<file path="src/rtl/sram_bist_target.sv">
// Behavioural SRAM responder for MBIST March controllers.
// Sweeps the array to INIT_VAL after reset, then serves one read every edge
// through a READ_LAT-deep pipeline and accepts writes when w_en_in is high.
// A single configurable cell fault (SA0, SA1, TF-up) can be injected.
module sram_bist_target #(
    parameter int ADDR_W   = 8,
    parameter int DATA_W   = 4,
    parameter int READ_LAT = 3,
    parameter logic [DATA_W-1:0] INIT_VAL = '0,
    localparam int BIT_W   = (DATA_W > 1) ? $clog2(DATA_W) : 1
) (
    input  logic              clk,
    input  logic              rst,
    input  logic [ADDR_W-1:0] addr_in,
    input  logic [DATA_W-1:0] dat_in,
    input  logic              w_en_in,
    output logic [DATA_W-1:0] dat_out,
    output logic              ready,
    input  logic              flt_load,
    input  logic [1:0]        flt_type,
    input  logic [ADDR_W-1:0] flt_addr,
    input  logic [BIT_W-1:0]  flt_bit,
    output logic [15:0]       wr_cnt
);

    localparam int DEPTH = 2 ** ADDR_W;

    localparam logic [1:0] FLT_NONE = 2'b00;
    localparam logic [1:0] FLT_SA0  = 2'b01;
    localparam logic [1:0] FLT_SA1  = 2'b10;
    localparam logic [1:0] FLT_TFU  = 2'b11;

    typedef enum logic {
        ST_INIT,
        ST_READY
    } state_t;

    state_t              state_q, state_d;
    logic [ADDR_W-1:0]   init_cnt_q, init_cnt_d;
    logic [15:0]         wr_cnt_q, wr_cnt_d;
    logic [1:0]          flt_type_q, flt_type_d;
    logic [ADDR_W-1:0]   flt_addr_q, flt_addr_d;
    logic [BIT_W-1:0]    flt_bit_q, flt_bit_d;
    logic [DATA_W-1:0]   rd_pipe_q [READ_LAT];
    logic [DATA_W-1:0]   rd_pipe_d [READ_LAT];

    logic [DATA_W-1:0]   mem_q [DEPTH];
    logic                mem_we;
    logic [ADDR_W-1:0]   mem_waddr;
    logic [DATA_W-1:0]   mem_wdata;
    logic                flt_hit;
    logic [DATA_W-1:0]   rd_word;

    // Stuck-at faults force the faulty bit whenever the cell is observed.
    function automatic logic [DATA_W-1:0] apply_stuck(
        input logic [DATA_W-1:0] word,
        input logic              hit,
        input logic [1:0]        ftype,
        input logic [BIT_W-1:0]  fbit
    );
        logic [DATA_W-1:0] r;
        r = word;
        if (hit && ftype == FLT_SA0) r[fbit] = 1'b0;
        if (hit && ftype == FLT_SA1) r[fbit] = 1'b1;
        return r;
    endfunction

    // Word actually stored on a write: stuck-at forcing plus a blocked 0->1 for TF-up.
    function automatic logic [DATA_W-1:0] apply_write(
        input logic [DATA_W-1:0] new_word,
        input logic [DATA_W-1:0] old_word,
        input logic              hit,
        input logic [1:0]        ftype,
        input logic [BIT_W-1:0]  fbit
    );
        logic [DATA_W-1:0] r;
        r = apply_stuck(new_word, hit, ftype, fbit);
        if (hit && ftype == FLT_TFU && !old_word[fbit] && new_word[fbit]) r[fbit] = 1'b0;
        return r;
    endfunction

    function automatic logic [15:0] sat_inc(input logic [15:0] cnt);
        return (cnt == 16'hFFFF) ? cnt : cnt + 16'd1;
    endfunction

    assign flt_hit = (addr_in == flt_addr_q);
    assign rd_word = apply_stuck(mem_q[addr_in], flt_hit, flt_type_q, flt_bit_q);

    // Next-state: init sweep, write port selection, fault capture, read pipeline shift.
    always_comb begin
        state_d    = state_q;
        init_cnt_d = init_cnt_q;
        wr_cnt_d   = wr_cnt_q;
        flt_type_d = flt_type_q;
        flt_addr_d = flt_addr_q;
        flt_bit_d  = flt_bit_q;
        mem_we     = 1'b0;
        mem_waddr  = init_cnt_q;
        mem_wdata  = INIT_VAL;
        rd_pipe_d[0] = '0;
        for (int i = 1; i < READ_LAT; i++) begin
            rd_pipe_d[i] = rd_pipe_q[i-1];
        end

        if (flt_load) begin
            flt_type_d = flt_type;
            flt_addr_d = flt_addr;
            flt_bit_d  = flt_bit;
        end

        case (state_q)
            ST_INIT: begin
                mem_we     = 1'b1;
                init_cnt_d = init_cnt_q + 1'b1;
                if (init_cnt_q == {ADDR_W{1'b1}}) state_d = ST_READY;
            end
            ST_READY: begin
                rd_pipe_d[0] = rd_word;
                if (w_en_in) begin
                    mem_we    = 1'b1;
                    mem_waddr = addr_in;
                    mem_wdata = apply_write(dat_in, mem_q[addr_in], flt_hit,
                                            flt_type_q, flt_bit_q);
                    wr_cnt_d  = sat_inc(wr_cnt_q);
                end
            end
            default: state_d = ST_INIT;
        endcase
    end

    // Control and read-pipeline registers with synchronous reset.
    always_ff @(posedge clk) begin
        if (rst) begin
            state_q    <= ST_INIT;
            init_cnt_q <= '0;
            wr_cnt_q   <= '0;
            flt_type_q <= FLT_NONE;
            flt_addr_q <= '0;
            flt_bit_q  <= '0;
            for (int i = 0; i < READ_LAT; i++) rd_pipe_q[i] <= '0;
        end else begin
            state_q    <= state_d;
            init_cnt_q <= init_cnt_d;
            wr_cnt_q   <= wr_cnt_d;
            flt_type_q <= flt_type_d;
            flt_addr_q <= flt_addr_d;
            flt_bit_q  <= flt_bit_d;
            for (int i = 0; i < READ_LAT; i++) rd_pipe_q[i] <= rd_pipe_d[i];
        end
    end

    // Storage array; read-before-write falls out of the registered write.
    always_ff @(posedge clk) begin
        if (mem_we && !rst) mem_q[mem_waddr] <= mem_wdata;
    end

    assign dat_out = rd_pipe_q[READ_LAT-1];
    assign ready   = (state_q == ST_READY);
    assign wr_cnt  = wr_cnt_q;

endmodule

</file>
<file path="config.mk">
export PLATFORM = sky130hd
export DESIGN_NAME = sram_bist_target
export DESIGN_NICKNAME = d
export VERILOG_FILES = /design/src/rtl/sram_bist_target.sv
export SDC_FILE = /design/constraint.sdc
export NUM_CORES = 1
export LEC_CHECK = 0
export ABC_AREA = 1
export CORE_MARGIN = 4
export CORE_UTILIZATION = 59
export CTS_BUF_LIST = sky130_fd_sc_hd__clkbuf_2
export CTS_CLUSTER_DIAMETER = 30
export DETAILED_ROUTE_END_ITERATION = 16
export PLACE_DENSITY_LB_ADDON = 0.1
export SLEW_MARGIN = 30
export SYNTH_ARGS = -nofsm -noshare
export SYNTH_HDL_FRONTEND = slang
export SYNTH_SLANG_ARGS = --single-unit
</file>
<file path="constraint.sdc">
create_clock -name clk -period 6.5 [get_ports clk]
set_clock_uncertainty 0.05 [all_clocks]
set_input_delay 0.975 -clock clk [delete_from_list [all_inputs] [get_ports clk]]
set_output_delay 0.975 -clock clk [all_outputs]
set_load 0.005 [all_outputs]
</file>
==> metrics.cfg <==
[timing]
rsz0062_at_grt = no
worst_pin_slew_ps = 939.5
setup_viol = 0
fmax_mhz = 247.2
timing.final.max_slew_violations = 0
setup_tns_ps = 0
relSlewSlack_pct = 37.19
hold_violations = 0
layout_min_cycle_time_ps = 4046
finalCritPeriodShare_pct = 62.24

[layout]
layout-drive-gt1-share_pct = 11.85
finish.instance_area_mm2 = 0.04835
final_cell_mix = 1,166 x nand2_1, 1,024 x edfxtp_1, 999 x nand3_1
nNetsFinal = 4222
syn_to_final_growth_pct = 8.186
final_common_cell = nand2_1
final_util_pct = 64.62

[power_and_ir_drop]
power.leakage_nw = 17.63
p_seq_share_pct = 58.5
pwr-share-clk_pct = 35.8
cellPowerDensity_mw_per_mm2 = 263.6
pwr-share-comb_pct = 5.7
total_power_mw = 12.74
power.switching_mw = 3.180
ir_drop_v = 0.0001406
p_sw_share_pct = 24.95
intPower_mw = 9.565

[synth]
yosysSeqAreaShare_pct = 71.00
syn-num-nets = 4079
ys_ff_latch = 1073
avgSynthCellArea_um2 = 11.04
yosys_warnings = 0
synth_cells = 4049
synth_area_mm2 = 0.04469
synthDistinctLibCells = 35

[critical_path]
cp.arrival_ps = 5030
setup.worst_path.end = mem_q[158][0]$_DFFE_PP_
cp_slowest_stage_delay_ps = 730
crit_cells = 6
crit_family = simple AND/OR/NAND/NOR gates
rr_startpoint = ready$_SDFF_PP0_
critPathCaptureType = flip-flop
path_max_fanout = 21
reg2reg_to = mem_q[158][0]$_DFFE_PP_
cp_num_buf_inv = 1
critPathKind = flip-flop to flip-flop
r2r_setup_slack_ps = 2450
crit_path_start = ready$_SDFF_PP0_
start_kind = flip-flop
crit_chain = nand2_1, o21ai_0, inv_1, nor2_1, nand3_1, nor2_1
cpMostUsedCell = nor2_1
required_ps = 7490
r2r_cells = 6
crit_path_top_delay_cell = nand3_1

[grt]
first_global_vias = 29890
grt_max_degree = 195
grt_first_pass_wirelength_mm = 175.6
antenna_found_initial = 2
grt.total_usage_pct = 28.38
grt-ovfl-total = 0

[floorplan]
dieArea_mm2 = 0.08021
rows = 100
start_util_pct = 59.73
die_h_um = 283.2
core_area_mm2 = 0.07482
fp.dieW_um = 283.2
io_pins = 49

[detailed_routing]
drc = 0
dr.first_iter.drc_count = 3437
first_pass_iters = 6
drtAntennaViolNets = 0
num_vias = 31460
avgViaCountPerCell = 5.895
routed_wl_mm = 115.3
wl_per_cell_um = 21.61

[placed_design]
hpwl_mm = 66.17
globalplace.congestion = 0.9012
placed_area_mm2 = 0.04585
io_buffers = 48

[run]
max-cap-violations = 0

[outcome]
status = completed

[clock_network]
clk-insertion-delay-late_ps = 1480
cts-root-buf = clkbuf_2
cts_sinks = 1073
cts_buffers = 290
clk_path_buf_depth = 4
cts_tree = built
cts-htree-levels = 5
path_clk_slew_ps = 90

[hold_path]
holdCritPathClass = input pin to flip-flop

[logic make-up after synthesis]
group / after synthesis / share of synthesized area, %
AOI/OAI and AO/OA: 72 / 0.8511
adders and majority gates: 2 / 0.05599
xor gates and xnor gates: 4 / 0.07838
DFF: 1073 / 71.00
and+or+nand+nor: 2546 / 24.35
buffers and inverters: 352 / 3.668
[final cells by class]
type                            instances  area [µm²]
Fill cell                            6006       26470
Clock buffer                          399        1997
Sequential cell                      1073       31730
Antenna cell                            4       10.01
Inverter                               87       375.4
Timing Repair Buffer                  116        1254
Clock inverter                         64       436.7
Multi-Input combinational cell       2624       11330
Tap cell                              969        1212
[worst min-delay path by stage]
stage                                          start                          end  slack (ps)  depth (start not counted)
after floorplan           rd_pipe_q[0][6]$_SDFF_PP0_  rd_pipe_q[0][10]$_SDFF_PP0_         340                          2
after global placement    rd_pipe_q[0][6]$_SDFF_PP0_  rd_pipe_q[0][10]$_SDFF_PP0_         340                          2
after detailed placement  rd_pipe_q[0][1]$_SDFF_PP0_   rd_pipe_q[0][5]$_SDFF_PP0_         340                          2
after CTS                                flt_addr[7]   flt_addr_q[7]$_SDFFE_PP0P_           1                          3
after global routing                     flt_addr[6]   flt_addr_q[6]$_SDFFE_PP0P_          70                          3
final                                    flt_addr[6]   flt_addr_q[6]$_SDFFE_PP0P_         140                          3
[worst min-delay path, delay by kind of cell]
kind	cells	cell delay (ps)
buf+inv	1	420
simple gates	2	170
[sequential cells by signal, indices dropped and copies added, names as in the netlist]
signal      cells
ready           1
wr_cnt         16
flt_bit_q       2
flt_type_q      2
flt_addr_q      8
init_cnt_q      8
rd_pipe_q      12
mem_q        1024
[repair_timing]
item,CTS,global route
resized for setup,0,0
hold buffers,6,0
buffers inserted,0,0
endpoints found under the hold margin,6,0
[Yosys cell counts]
cell / number / area (µm²)
nor2_2: 2 / 12.51
nand2_1: 1170 / 4392
nand4_1: 9 / 56.30
a211oi_1: 1 / 7.510
nor2_1: 344 / 1291
o22ai_1: 1 / 6.260
buf_1: 24 / 90.09
nor3b_1: 1 / 7.510
clkinv_1: 2 / 7.510
buf_4: 12 / 90.09
dfxtp_1: 49 / 980.9
xnor2_1: 4 / 35.03
o21ai_1: 3 / 15.01
clkinv_2: 1 / 5.000
edfxtp_1: 1024 / 30750
inv_6: 1 / 8.760
a21oi_1: 27 / 135.1
nand3_1: 999 / 5000
or2_2: 6 / 37.54
buf_2: 183 / 915.9
and3_1: 1 / 6.260
o21ai_2: 1 / 8.760
ha_1: 2 / 25.02
buf_6: 5 / 56.30
o21ai_0: 35 / 175.2
clkbuf_1: 41 / 153.9
nor3_2: 1 / 10.01
inv_2: 4 / 15.01
inv_1: 79 / 296.5
o21a_1: 1 / 7.510
nor3_1: 11 / 55.05
nor4_1: 1 / 6.260
o31ai_1: 1 / 7.510
a21oi_2: 2 / 17.52
and2_1: 1 / 6.260
[stage by stage]
step                setup slack (ps)  instances  hold WS (ps)
finish                          2454       5336         135.5
global placement                1310       4863         339.2
global route                    2330       5334         69.78
floorplan                      4.766       4049         338.3
CTS                             2581       5332         1.454
detailed placement              1304       4863         342.9
[power groups by stage]
stage	clock (mW)	sequential (mW)	combinational [mW]
finish	4.56	7.46	0.727
global route	5.01	7.46	0.791
CTS	4.63	7.46	0.718
detailed placement	0	7.62	0.712
global placement	0	7.62	0.706
floorplan	0	7.61	0.486
[metal layers]
| metal | track usage, % | routed length [µm] | part of all wire [%] |
|---|---|---|---|
| met4 | 9.491 | 3050 | 2.6 |
| met2 | 44.16 | 53770 | 47 |
| met1 | 40.41 | 47440 | 41 |
| met3 | 6.117 | 11050 | 9.6 |
| met5 | 0 | 0 | 0 |
(Power assumes the default switching activity.)
